`src/rtl/fan_duty_ramp_pkg.sv`:
```
// Shared fan-control types and constants.
// Used by the duty ramp, PWM and IR timeout blocks.
package fan_pkg;

  localparam int DUTY_W = 6;

  localparam logic [DUTY_W-1:0] LVL_OFF  = 6'd0;
  localparam logic [DUTY_W-1:0] LVL_LOW  = 6'd21;
  localparam logic [DUTY_W-1:0] LVL_MED  = 6'd42;
  localparam logic [DUTY_W-1:0] LVL_HIGH = 6'd63;

  localparam int STEP_TICKS = 1_000_000;
  localparam int KICK_TICKS = 20_000_000;

  typedef enum logic [1:0] {
    IDLE,
    KICK,
    RAMP,
    HOLD
  } state_t;

  // Widened arithmetic so neither direction can wrap.
  function automatic logic [DUTY_W-1:0] step_toward(
    input logic [DUTY_W-1:0] cur,
    input logic [DUTY_W-1:0] tgt,
    input logic [DUTY_W:0]   step
  );
    logic [DUTY_W:0] c;
    logic [DUTY_W:0] t;
    logic [DUTY_W:0] n;
    c = {1'b0, cur};
    t = {1'b0, tgt};
    if (t > c)
      n = (t - c <= step) ? t : c + step;
    else
      n = (c - t <= step) ? t : c - step;
    return n[DUTY_W-1:0];
  endfunction

endpackage

```
`src/rtl/fan_duty_ramp_if.sv`:
```
// Duty request/response bundle between the selector,
// the ramp stage and the PWM generator.
interface fan_duty_ramp_if;
  import fan_pkg::*;

  logic [DUTY_W-1:0] target_duty;
  logic              estop;
  logic [DUTY_W-1:0] duty_out;
  logic              busy;
  logic              at_target;

  modport master (
    output target_duty,
    output estop,
    input  duty_out,
    input  busy,
    input  at_target
  );

  modport slave (
    input  target_duty,
    input  estop,
    output duty_out,
    output busy,
    output at_target
  );
endinterface

```
`src/rtl/fan_step_tick.sv`:
```
// Modulo-N counter with sync clear and enable;
// tc pulses for one cycle on the terminal count.
module fan_step_tick #(
  parameter int N = 4
) (
  input  logic clk,
  input  logic reset_n,
  input  logic clr,
  input  logic en,
  output logic tc
);
  localparam int W = (N > 1) ? $clog2(N) : 1;
  localparam logic [W-1:0] LAST = W'(N - 1);

  logic [W-1:0] cnt_q;

  always_ff @(posedge clk or negedge reset_n) begin
    if (!reset_n)
      cnt_q <= '0;
    else if (clr)
      cnt_q <= '0;
    else if (en)
      cnt_q <= (cnt_q == LAST) ? '0 : cnt_q + 1'b1;
  end

  assign tc = en && !clr && (cnt_q == LAST);
endmodule

```
`src/rtl/fan_duty_ramp.sv`:
```
// Soft-start and slew limiter between the fan speed
// selector and the PWM generator.
module fan_duty_ramp
  import fan_pkg::*;
#(
  parameter int STEP_TICKS = fan_pkg::STEP_TICKS,
  parameter int STEP_SIZE  = 1,
  parameter int KICK_DUTY  = 63,
  parameter int KICK_TICKS = fan_pkg::KICK_TICKS
) (
  input logic             clk,
  input logic             reset_n,
  fan_duty_ramp_if.slave  bus
);
  localparam logic [DUTY_W-1:0] KICK_VAL = DUTY_W'(KICK_DUTY);
  localparam logic [DUTY_W:0]   STEP_VAL = (DUTY_W+1)'(STEP_SIZE);

  state_t            state_q, state_d;
  logic [DUTY_W-1:0] duty_q, duty_d;
  logic [DUTY_W-1:0] stepped;
  logic              kick_clr, kick_en, kick_tc;
  logic              step_clr, step_en, step_tc;

  fan_step_tick #(.N(KICK_TICKS)) u_kick (
    .clk     (clk),
    .reset_n (reset_n),
    .clr     (kick_clr),
    .en      (kick_en),
    .tc      (kick_tc)
  );

  fan_step_tick #(.N(STEP_TICKS)) u_step (
    .clk     (clk),
    .reset_n (reset_n),
    .clr     (step_clr),
    .en      (step_en),
    .tc      (step_tc)
  );

  assign stepped = step_toward(duty_q, bus.target_duty, STEP_VAL);

  always_comb begin
    state_d  = state_q;
    duty_d   = duty_q;
    kick_clr = 1'b1;
    kick_en  = 1'b0;
    step_clr = 1'b1;
    step_en  = 1'b0;
    if (bus.estop) begin
      state_d = IDLE;
      duty_d  = '0;
    end else begin
      unique case (state_q)
        IDLE: begin
          if (bus.target_duty != '0) begin
            state_d = KICK;
            duty_d  = KICK_VAL;
          end
        end
        KICK: begin
          kick_clr = 1'b0;
          kick_en  = 1'b1;
          if (bus.target_duty == '0) begin
            state_d = IDLE;
            duty_d  = '0;
          end else if (kick_tc) begin
            state_d = HOLD;
            duty_d  = bus.target_duty;
          end
        end
        HOLD: begin
          if (bus.target_duty != duty_q)
            state_d = RAMP;
        end
        RAMP: begin
          if (bus.target_duty == duty_q) begin
            state_d = (duty_q != '0) ? HOLD : IDLE;
          end else begin
            step_clr = 1'b0;
            step_en  = 1'b1;
            if (step_tc) begin
              duty_d = stepped;
              if (stepped == bus.target_duty)
                state_d = (stepped != '0) ? HOLD : IDLE;
            end
          end
        end
        default: begin
          state_d = IDLE;
          duty_d  = '0;
        end
      endcase
    end
  end

  always_ff @(posedge clk or negedge reset_n) begin
    if (!reset_n) begin
      state_q <= IDLE;
      duty_q  <= '0;
    end else begin
      state_q <= state_d;
      duty_q  <= duty_d;
    end
  end

  assign bus.duty_out  = duty_q;
  assign bus.busy      = (state_q == KICK) || (state_q == RAMP);
  assign bus.at_target = (duty_q == bus.target_duty) && (state_q != KICK);
endmodule

```
`src/flat_wrapper.sv`:
```
// flat-port wrapper written by rule: the top's interface ports become plain ports
module fan_duty_ramp_flat import fan_pkg::*;
#(
  parameter int STEP_TICKS = fan_pkg::STEP_TICKS,
  parameter int STEP_SIZE  = 1,
  parameter int KICK_DUTY  = 63,
  parameter int KICK_TICKS = fan_pkg::KICK_TICKS
)
  (clk, reset_n, bus_target_duty, bus_estop, bus_duty_out, bus_busy, bus_at_target);
  fan_duty_ramp_if bus_i ();
  input logic clk;
  input logic reset_n;
  input wire logic [$bits(bus_i.target_duty)-1:0] bus_target_duty;
  input wire logic [$bits(bus_i.estop)-1:0] bus_estop;
  output wire logic [$bits(bus_i.duty_out)-1:0] bus_duty_out;
  output wire logic [$bits(bus_i.busy)-1:0] bus_busy;
  output wire logic [$bits(bus_i.at_target)-1:0] bus_at_target;
  assign bus_i.target_duty = bus_target_duty;
  assign bus_i.estop = bus_estop;
  assign bus_duty_out = bus_i.duty_out;
  assign bus_busy = bus_i.busy;
  assign bus_at_target = bus_i.at_target;
  fan_duty_ramp #(.STEP_TICKS(STEP_TICKS), .STEP_SIZE(STEP_SIZE), .KICK_DUTY(KICK_DUTY), .KICK_TICKS(KICK_TICKS)) u_core (.clk(clk), .reset_n(reset_n), .bus(bus_i));
endmodule
```
`config.mk`:
```
export PLATFORM = sky130hd
export DESIGN_NAME = fan_duty_ramp_flat
export DESIGN_NICKNAME = d
export VERILOG_FILES = /design/src/rtl/fan_duty_ramp_pkg.sv /design/src/rtl/fan_duty_ramp_if.sv /design/src/rtl/fan_step_tick.sv /design/src/rtl/fan_duty_ramp.sv /design/src/flat_wrapper.sv
export SDC_FILE = /design/constraint.sdc
export NUM_CORES = 1
export LEC_CHECK = 0
export CELL_PAD_IN_SITES_DETAIL_PLACEMENT = 0
export CELL_PAD_IN_SITES_GLOBAL_PLACEMENT = 1
export CORE_MARGIN = 3
export CORE_UTILIZATION = 42
export DETAILED_ROUTE_END_ITERATION = 8
export GPL_TIMING_DRIVEN = 0
export HOLD_SLACK_MARGIN = 0.1
export PLACE_DENSITY_LB_ADDON = 0.1
export RECOVER_POWER = 100
export SYNTH_ARGS = -nofsm -noshare
export SYNTH_HDL_FRONTEND = slang
export SYNTH_SLANG_ARGS = --single-unit
```
`constraint.sdc`:
```
create_clock -name clk -period 3.3 [get_ports clk]
set_input_delay 0.495 -clock clk [delete_from_list [all_inputs] [get_ports clk]]
set_output_delay 0.495 -clock clk [all_outputs]
set_load 0.01 [all_outputs]
```
==> results.txt <==
Walking the worst path, the cells encountered are clkdlybuf4s15_2 -> ha_4 -> fa_2 -> or2b_1 -> a21oi_2 -> mux2i_1 -> a2111o_1 -> buf_6 -> o21ai_4 -> o22a_1 -> o211ai_1 -> o41ai_4 -> a311oi_2. Dividing total power by cell area gives a power density of 706.4 nW/µm². The count of buffers added on input and output ports is 15. The largest fanout on the critical path is 6, and the total grt overflow is 0.

For the least setup slack across all paths after layout, the log shows -15.66 ps. The tools report the number of hold-slack violations in the final timing report as 0. Overall power consumption after layout is estimated at 0.003126 W. On the worst path, the slowest cell contributes a delay of 440 ps. The floorplan step defined a die boundary enclosing 10,030 µm².

TritonCTS built the clock tree. The final clock period utilization by the worst path was 1.005; the maximum VDD drop was 319.3 µV. The first TritonRoute pass finished after 5 iterations. The aggregate routed wire length is 9600 µm. For this design, the CTS-stage hold fixing added 0 buffers. The run gives 1 as the number of setup violations in the final report. Averaged over all synthesized cells, the footprint is 8.677 µm². In this run the clock root is driven by a sky130_fd_sc_hd__clkbuf_8. The highest clock rate is 301.6 MHz.

Clock period minus final worst setup slack: 3316 ps. The total I/O pin count is 17. Among all flip-flop cells after synthesis, the most frequent one is sky130_fd_sc_hd__dfrtp_1.

The slowest stage of the critical path belongs to the cell sky130_fd_sc_hd__o41ai_4. In this run the horizontal extent of the chip is 100.1 µm. The iteration-0 DRC count of the detailed router came out at 188. Starting density of the core: 0.4419. The final reports fail on max-capacitance violations, max-slew violations, negative setup slack. In this run the worst hold path is classified as input pin to asynchronous set/reset pin. The core region is 8423 µm².

The number of global-route vias before repair was 3,111. For the number of warnings printed during yosys synthesis, the log shows 0. Broken down by cell family, the worst path's largest delay share belongs to compound AO/OA/AOI/OAI gates. The top-area cell type share of the netlist area works out to 0.3563. The initialized floorplan defines 33 standard-cell rows. Data on the critical path arrives at its endpoint at 3480 ps.

The area overhead of the layout relative to synthesis was 18.89%. The first global-routing pass estimated 16,010 µm of wire. Dividing the detail-routed wire length by the instance count gives 16.47 µm. The number of clock buffers added by TritonCTS is 5.

For the number of sinks on the clock net, the log shows 53. After synthesis the netlist holds a flip-flop and latch count of 53. 0 antenna diodes ended up in the layout. The die outline height was 100.1 µm. The H-tree was split into 2 levels. Synthesis produced 429 cells. The critical path in this run is classified as input pin to flop. Together, buffers and inverters on the worst path number 2. After synthesis, the cell types taking the most area are sky130_fd_sc_hd__dfrtp_1 36%, sky130_fd_sc_hd__ha_1 7.1%, sky130_fd_sc_hd__xnor2_1 7.1%, sky130_fd_sc_hd__xor2_1 6.8%, sky130_fd_sc_hd__nor2_1 6.8%. At the later pin of the worst-skew pair, clock insertion delay measures 300 ps. The run finished, with violations left. After detailed routing, the number of vias per cell comes to 5.648. Number of pins exceeding their max-slew limit in the final report: 31. The synthesized netlist contains 53 unique library cells.

The share of cells above drive strength 1 works out to 0.1402. After detailed routing, the number of remaining DRC violations is 0. The library cell with the largest summed area after synthesis is sky130_fd_sc_hd__dfrtp_1. The sequential cell area fraction in the yosys report is 0.3563, and the actual slew at the worst max-slew pin is 1601 ps. The number of nets in the final layout came out at 509. The kind of start point of the critical path was an input pin. After legalization and detailed placement, the total HPWL measured 6859 µm. The leakage power is 1.776 nW. The tools report the initial antenna violation count as 0.

The logs give -0.06750 for the max-slew headroom at the worst pin and 2.711 ps for the maximum clock skew at final layout. The final estimated routing congestion in global placement was 0.8845; the async set or reset register ratio after synthesis was 1.000. Synthesis produced a netlist with a net count of 461. The routed layout has 3,293 vias.

The combined global-route utilization of all metal layers came out at 0.1988. In this run, synthesis inferred 0 flip-flops with an integrated enable. The antenna violation net count after detailed routing is 0, and the cell area after synthesis is 3722 µm². The max capacitance violation total is 1, and the data required time of the critical path is 3460 ps. After clock tree synthesis, the clock-pin slew on the worst setup and hold paths is 90 ps. Maximum buffer depth of the clock tree: 2.

Setup repair after global routing could not meet its margin everywhere. Entering global routing, the biggest net connects 31 pins. The worst setup path is captured at a flop. The final standard cell utilization of the core is 0.5254.
==> cells in the mapped netlist (all sizes together), types with 5 or more instances <==
cell type and number:
o21ai 19, nand4 11, a21oi 12, nor2b 6, o21a 6, o22ai 5
nor2 67, and3 8, ha 21, nor3 10, nand3 21, inv 25
dfrtp 53, nand2 30, a31oi 5, or3 9, clkbuf 8, xnor2 30
xor2 29
==> cell type report <==
| cell class | count | area [µm²] |
|---|---|---|
| buffer | 10 | 73.82 |
| clock buffer | 8 | 80.08 |
| tap | 105 | 131.4 |
| multi-input combinational | 340 | 2362 |
| sequential | 53 | 1330 |
| inverter | 25 | 107.6 |
| timing repair buffer | 42 | 340.3 |
| fill | 814 | 3998 |
==> power by group <==
part / internal [W] / leakage [nW] / switching, W
Combinational: 0.000893 / 1.01 / 0.00111
Sequential: 0.000706 / 0.726 / 0.0000619
Clock: 0.000151 / 0.0395 / 0.000204
==> worst reg2reg max path: stages, from the launching register on <==
cell and delay (ps):
sky130_fd_sc_hd__dfrtp_2 410, sky130_fd_sc_hd__clkinvlp_4 130, sky130_fd_sc_hd__ha_4 240, sky130_fd_sc_hd__nor2b_4 130
sky130_fd_sc_hd__o21a_1 170, sky130_fd_sc_hd__or3_1 300, sky130_fd_sc_hd__a2111o_1 470, sky130_fd_sc_hd__buf_6 150
sky130_fd_sc_hd__o21ai_4 210, sky130_fd_sc_hd__o22a_1 210, sky130_fd_sc_hd__o211ai_1 150, sky130_fd_sc_hd__o41ai_4 440
sky130_fd_sc_hd__a311oi_2 170
==> metal layers <==
layer,part of all wire,wire length (µm),GRT usage
met5,0,0,0
met4,0.0075,72,0.03731
met3,0.051,490,0.03475
met2,0.44,4197,0.2895
met1,0.50,4840,0.3093
==> cell usage in the layout, fill, tap and decap left out, types with 5 or more instances in the layout <==
master	count
sky130_fd_sc_hd__xor2_1	29
sky130_fd_sc_hd__o22ai_1	5
sky130_fd_sc_hd__nor2_1	66
sky130_fd_sc_hd__a21oi_1	11
sky130_fd_sc_hd__nand2_1	29
sky130_fd_sc_hd__dlygate4sd3_1	6
sky130_fd_sc_hd__ha_1	15
sky130_fd_sc_hd__nor3_1	10
sky130_fd_sc_hd__inv_1	20
sky130_fd_sc_hd__and3_1	7
sky130_fd_sc_hd__xnor2_1	30
sky130_fd_sc_hd__buf_4	23
sky130_fd_sc_hd__clkbuf_1	11
sky130_fd_sc_hd__nor2b_1	5
sky130_fd_sc_hd__or3_1	9
sky130_fd_sc_hd__a31oi_1	5
sky130_fd_sc_hd__dfrtp_1	50
sky130_fd_sc_hd__nand4_1	11
sky130_fd_sc_hd__o21a_1	6
sky130_fd_sc_hd__o21ai_0	17
sky130_fd_sc_hd__clkbuf_8	7
sky130_fd_sc_hd__nand3_1	21
==> repair_timing <==
action                     CTS  global route
pin swaps                   14            11
setup endpoints to repair    7             2
gates resized for setup     40            10
buffers inserted            21             5
gates cloned                 0             0
==> registers in the layout (all words and copies together) (netlist names) <==
name / cells
u_core.bus.duty_out: 6
u_core.state_q: 2
u_core.u_kick.cnt_q: 25
u_core.u_step.cnt_q: 20
==> path summary, 6_finish.rpt <==
path	from	endpoint	slack, ps	cells past startpoint
setup / recovery	bus_target_duty[0]	u_core.state_q[0]	-20	13
hold / removal	reset_n	u_core.bus.duty_out[5]	470	1
setup reg to reg	u_core.bus.duty_out[1]	u_core.state_q[0]	-10	12
hold reg to reg	u_core.u_step.cnt_q[0]	u_core.u_step.cnt_q[0]	490	1
max in group asynchronous	reset_n	u_core.u_kick.cnt_q[13]	720	2
min in group clk	u_core.u_step.cnt_q[0]	u_core.u_step.cnt_q[0]	490	1
==> stage by stage <==
step / hold WS (ps) / TNS [ps] / instance area [µm²] / setup WS [ps] / cells
floorplan: 199.4 / 0 / 3739 / 24.66 / 429
global placement: 480.0 / -6048 / 4020 / -800.8 / 549
detailed placement: 482.1 / -5725 / 4035 / -798.8 / 550
CTS: 193.2 / 0 / 4375 / 1.181 / 578
global route: 507.0 / -223.4 / 4425 / -118.9 / 583
finish: 473.4 / -15.66 / 4425 / -15.66 / 583
==> kinds of logic after synthesis <==
logic type,count (synthesis),synth area share
AO/OA/AOI/OAI,77,0.1422
XOR/XNOR,59,0.1388
adder cells (fa/ha/maj),23,0.08134
buffers and inverters,36,0.04101
flip-flops,53,0.3563
multiplexers,4,0.01076
AND/OR/NAND/NOR,177,0.2296
Note: power is estimated with default switching activity, not from simulation.
